File: config.mk
export PLATFORM = sky130hd
export DESIGN_NAME = ofifo_param
export DESIGN_NICKNAME = d
export VERILOG_FILES = /design/src/rtl/ofifo_param.sv
export SDC_FILE = /design/constraint.sdc
export NUM_CORES = 2
export LEC_CHECK = 0
export CAP_MARGIN = 20
export CORE_ASPECT_RATIO = 0.75
export CORE_MARGIN = 5
export CORE_UTILIZATION = 50
export DETAILED_ROUTE_END_ITERATION = 8
export PLACE_DENSITY = 0.77
export SETUP_SLACK_MARGIN = 0.1
export SLEW_MARGIN = 20
export SYNTH_ARGS = -nofsm -noshare
export SYNTH_HDL_FRONTEND = slang
export SYNTH_SLANG_ARGS = --single-unit
File: constraint.sdc
create_clock -name clk -period 5.8 [get_ports clk]
set_input_delay 1.45 -clock clk [delete_from_list [all_inputs] [get_ports clk]]
set_output_delay 1.45 -clock clk [all_outputs]
set_load 0.05 [all_outputs]
File: src/rtl/ofifo_param.sv
// Output FIFO of COL independently written columns read out as whole rows; optional o_occupancy under OFIFO_PARAM_OCC_EN.
// Latency: a row is readable once its last column is written; out/o_out_valid follow an accepted read by one cycle.
// Backpressure: a write to a full column is dropped and sets sticky o_overflow; rd is ignored while o_valid is low.
module ofifo_param #(
    parameter int COL   = 8,
    parameter int BW    = 4,
    parameter int DEPTH = 64,
    parameter int AF_TH = DEPTH - 4
) (
    input  logic                 clk,
    input  logic                 reset,
    input  logic [BW*COL-1:0]    in,
    input  logic [COL-1:0]       wr,
    input  logic                 rd,
    output logic [BW*COL-1:0]    out,
    output logic                 o_out_valid,
    output logic                 o_valid,
    output logic                 o_full,
    output logic                 o_ready,
    output logic                 o_almost_full,
    output logic                 o_overflow
`ifdef OFIFO_PARAM_OCC_EN
    ,
    output logic [$clog2(DEPTH):0] o_occupancy
`endif
);

    localparam int AW = $clog2(DEPTH);
    localparam int CW = AW + 1;

    logic [BW-1:0] mem [COL][DEPTH];
    logic [AW-1:0] wp  [COL];
    logic [CW-1:0] cnt [COL];
    logic [AW-1:0] rp;

    logic [COL-1:0] col_full;
    logic [COL-1:0] col_empty;
    logic [COL-1:0] col_af;
    logic [COL-1:0] wr_acc;
    logic           rd_acc;

    always_comb begin
        col_full  = '0;
        col_empty = '0;
        col_af    = '0;
        wr_acc    = '0;
        for (int i = 0; i < COL; i++) begin
            col_full[i]  = (cnt[i] == CW'(DEPTH));
            col_empty[i] = (cnt[i] == '0);
            col_af[i]    = (cnt[i] >= CW'(AF_TH));
            wr_acc[i]    = wr[i] & ~col_full[i];
        end
    end

    assign o_valid       = ~|col_empty;
    assign o_full        = |col_full;
    assign o_ready       = ~o_full;
    assign o_almost_full = |col_af;
    assign rd_acc        = rd & o_valid;

    // Storage is not reset; counts alone decide what is valid.
    always_ff @(posedge clk) begin
        if (reset) begin
            for (int i = 0; i < COL; i++) begin
                if (wr_acc[i]) begin
                    mem[i][wp[i]] <= in[i*BW +: BW];
                end
            end
        end
    end

    always_ff @(posedge clk) begin
        if (!reset) begin
            for (int i = 0; i < COL; i++) begin
                wp[i]  <= '0;
                cnt[i] <= '0;
            end
            rp          <= '0;
            out         <= '0;
            o_out_valid <= 1'b0;
            o_overflow  <= 1'b0;
        end else begin
            for (int i = 0; i < COL; i++) begin
                if (wr_acc[i]) begin
                    wp[i] <= wp[i] + AW'(1);
                end
                cnt[i] <= cnt[i] + CW'(wr_acc[i]) - CW'(rd_acc);
            end
            if (rd_acc) begin
                rp <= rp + AW'(1);
                for (int i = 0; i < COL; i++) begin
                    out[i*BW +: BW] <= mem[i][rp];
                end
            end
            o_out_valid <= rd_acc;
            // A full column drops its write even when a read frees space on the same edge.
            if (|(wr & col_full)) begin
                o_overflow <= 1'b1;
            end
        end
    end

`ifdef OFIFO_PARAM_OCC_EN
    logic [CW-1:0] occ_min;

    always_comb begin
        occ_min = cnt[0];
        for (int i = 1; i < COL; i++) begin
            if (cnt[i] < occ_min) begin
                occ_min = cnt[i];
            end
        end
    end

    assign o_occupancy = occ_min;
`endif

endmodule

==> impl_results.md <==
* Final hold violations at 0
* Non-Filler Instances at 7,673
* Required @ worst endpoint at 4.35 ns
* Yosys cell types at 59
* GP Congestion at 0.846
* Final core utilization at 55.4%
* Async S/R FF share, synth at 0%
* Number of remaining DRC errors at 0
* Layout area overhead at 10.4%
* Cells after Synth at 5,056
* Die area at 0.187 mm2
* NumNets Final at 5,282
* Maxcap violations at 0
* Core area at 0.178 mm2
* DR vias at 48.9k
* Share of cells above drive strength 1 at 16.2%
* Clock Skews at 0.0406 ns
* Synthesis-stage register bit count at 2,192
* Area of the mapped netlist at 0.0891 mm2
* Synth warnings at 0
* Actual slew at the worst max-slew pin at 1.22 ns
* Die H at 376 um
* IO Port Bufs at 80
* Num CTS Buffers at 190
* Leak at 29.9 nW
* Worst path slowest cell: clkdlybuf4s50_1
* Setup ws final at 0.870 ns
* Fmax at 203 MHz
* Clock Path Buffers at 3
* Total GRT Usage at 23.6%
* Clock power frac at 33.0%
* Post-DP HPWL at 138,000 um
* Period utilisation layout at 85.0%
* Buf/Inv on CP at 3
* Slew HR at 18.6%
* Psw at 0.0108 W
* Power density cells at 393 mW/mm2
* Worst-path cell chain: inv_1 -> ha_1 -> nand4_1 -> and4_1 -> nand2_1 -> or2_2 -> inv_1 -> clkdlybuf4s50_1
* Main synth FF type: edfxtp_1
* Final setup vio count at 0
* Number of global-route vias before repair at 48.0k
* Gate power share at 19.8%
* Clock Sinks at 2,192
* Final slew viol count at 0
* Drt pass-1 iters at 6
* Largest net degree at the start of global routing at 85
* Class of the worst hold path: flip-flop to flip-flop
* Largest family of logic cells by synthesized area: multiplexers
* # IOs at 81
* Overflow after GRT at 0
* Initial Util at 50.2%
* Critical path launch point type: flip-flop
* Setup CP Type: flip-flop to primary output
* First-pass GRT wire length at 327,000 um
* Mux contribution to synthesized area at 13.5%
* Final wirelength at 223,000 um
* Unrepaired setup endpoints after global routing: no
* Synth Area in Adders at 1.77%
* Max FO, Critical Path at 5
* H-Tree Depth at 4
* Flop pwr share at 47.3%
* Cell row count at 134
* # hold bufs at CTS at 0
* Die width at 498 um
* XOR/XNOR Fraction of Synth Area at 0.590%
* EDFF count, synth at 2,096
* Post-DP Area at 0.0921 mm2
* DP Worst Slack at 1.10 ns
* Clock Pin Slew Worst Setup and Hold Paths at 0.07 ns
* CTS resizes at 0
* CP top delay family: simple AND/OR/NAND/NOR gates
* Seq/Total Area, Yosys at 72.8%
* Vias per inst at 6.38
* CP Data Arrival Time at 3.48 ns
* Clock period minus worst slack at 4.93 ns
* Post-route cell area at 0.0984 mm2
* Outcome: finished, final reports clean
* Post-route ant nets at 0
* Sw Share at 28.0%
* Pint at 0.0278 W
* Simple-gate share of the synthesized area at 5.27%
* CP endpoint kind: primary output
* Mapped Nets at 5,220
* DP Cell Count at 7,305
* Crit-path max cell delay at 0.79 ns
* VDD IR-drop max at 0.000352 V
* CTS tree: done
* Clock Latency Late Sink at 0.82 ns
* Setup Buffers After CTS at 0
* Initial DRC count at 7,135
* Post-synthesis compound-gate area fraction at 4.00%
* Mean post-synth cell area at 17.6 um2
* TNS Setup at 0 ns
* CP most frequent cell: inv_1
* Initial antenna violation count at 10
* Root buffer cell: clkbuf_16
* Reg2Reg Setup Slack at 1.64 ns
* WL/cell at 29.1 um
==> cell usage after synthesis, drive strengths merged, types with 96 or more instances <==
cell type | count | area, um2
a21oi | 143 | 716
buf | 173 | 1090
clkbuf | 111 | 420
dfxtp | 96 | 1920
edfxtp | 2096 | 62900
ha | 113 | 1410
inv | 103 | 387
mux2i | 305 | 3050
mux4 | 384 | 8650
nand2 | 103 | 387
nand3 | 103 | 515
nor2 | 641 | 2410
==> layer usage <==
metal	global-route usage, %	up-vias	share of wire (%)
li1	-	20100	-
met1	34.2	24800	39
met2	34.4	3542	45
met3	7.06	435	13
met4	7.94	0	3.0
met5	0	-	0
==> worst reg2reg max path: cells and delay by family, from the launching register on <==
family,cells,cell delay [ns]
and+or+nand+nor,5,1.15
adders and majority gates,4,1.12
AOI/OAI and AO/OA,4,0.68
DFF,1,0.40
buffers and inverters,4,0.66
==> sequential cells by signal, indices dropped and copies added (netlist names) <==
| signal | flops |
|---|---|
| out | 32 |
| mem | 2048 |
| o_overflow | 1 |
| wp | 48 |
| o_out_valid | 1 |
| rp | 6 |
| cnt | 56 |
==> cell type report <==
type	count	area, um2
Tap cell	2380	2980
Multi-Input combinational cell	2477	22400
Clock inverter	109	1060
Timing Repair Buffer	154	1480
Antenna cell	16	40.0
Sequential cell	2192	64900
Inverter	103	388
Fill cell	13100	79200
Clock buffer	242	5110
==> cell families after synthesis <==
logic type / Yosys count
buf+inv: 387
fa+ha+maj: 121
simple gates: 1058
mux: 717
flops: 2192
xor+xnor: 60
compound gates: 521
==> through the flow <==
step | total power, W | hold slack (ns)
after floorplan | 0.0239 | 0.589
after global placement | 0.0260 | 0.505
after detailed placement | 0.0262 | 0.521
after CTS | 0.0387 | 0.534
after global routing | 0.0400 | 0.544
final | 0.0387 | 0.529
==> layout by cell type (no fill, tap or decap), types with 17 or more instances in the layout <==
cell type,instances
edfxtp_1,2096
nor2_1,635
mux4_2,384
mux2i_1,305
clkbuf_16,195
a21oi_1,143
ha_1,113
nand2_1,103
nand3_1,102
inv_1,99
a22oi_1,92
dfxtp_1,90
buf_4,83
o21ai_0,52
clkdlybuf4s50_1,47
o221ai_1,46
clkbuf_1,42
clkinv_2,37
xnor2_1,37
a22o_1,31
and2_1,30
a221oi_1,29
o22ai_1,29
clkinv_1,29
mux2_2,28
nor3_1,25
xor2_1,23
nor2b_1,19
nand3b_1,18
buf_12,18
or3_1,17
==> final timing paths <==
check,start,endpoint,depth (start not counted)
setup / recovery,cnt[1][11],o_ready,8
hold / removal,out[25],out[25],2
setup reg to reg,cnt[0][16],cnt[0][27],17
hold reg to reg,out[25],out[25],2
==> power by group through the flow <==
| stage | clock [W] | combinational (W) | sequential [W] |
|---|---|---|---|
| 2_1_floorplan | 0 | 0.00524 | 0.0186 |
| 3_3_place_gp | 0 | 0.00741 | 0.0186 |
| 3_5_place_dp | 0 | 0.00755 | 0.0186 |
| 4_1_cts | 0.0128 | 0.00760 | 0.0183 |
| 5_1_grt | 0.0135 | 0.00819 | 0.0183 |
| 6_report | 0.0127 | 0.00763 | 0.0183 |
No activity file was read; power rests on OpenSTA's default activity.
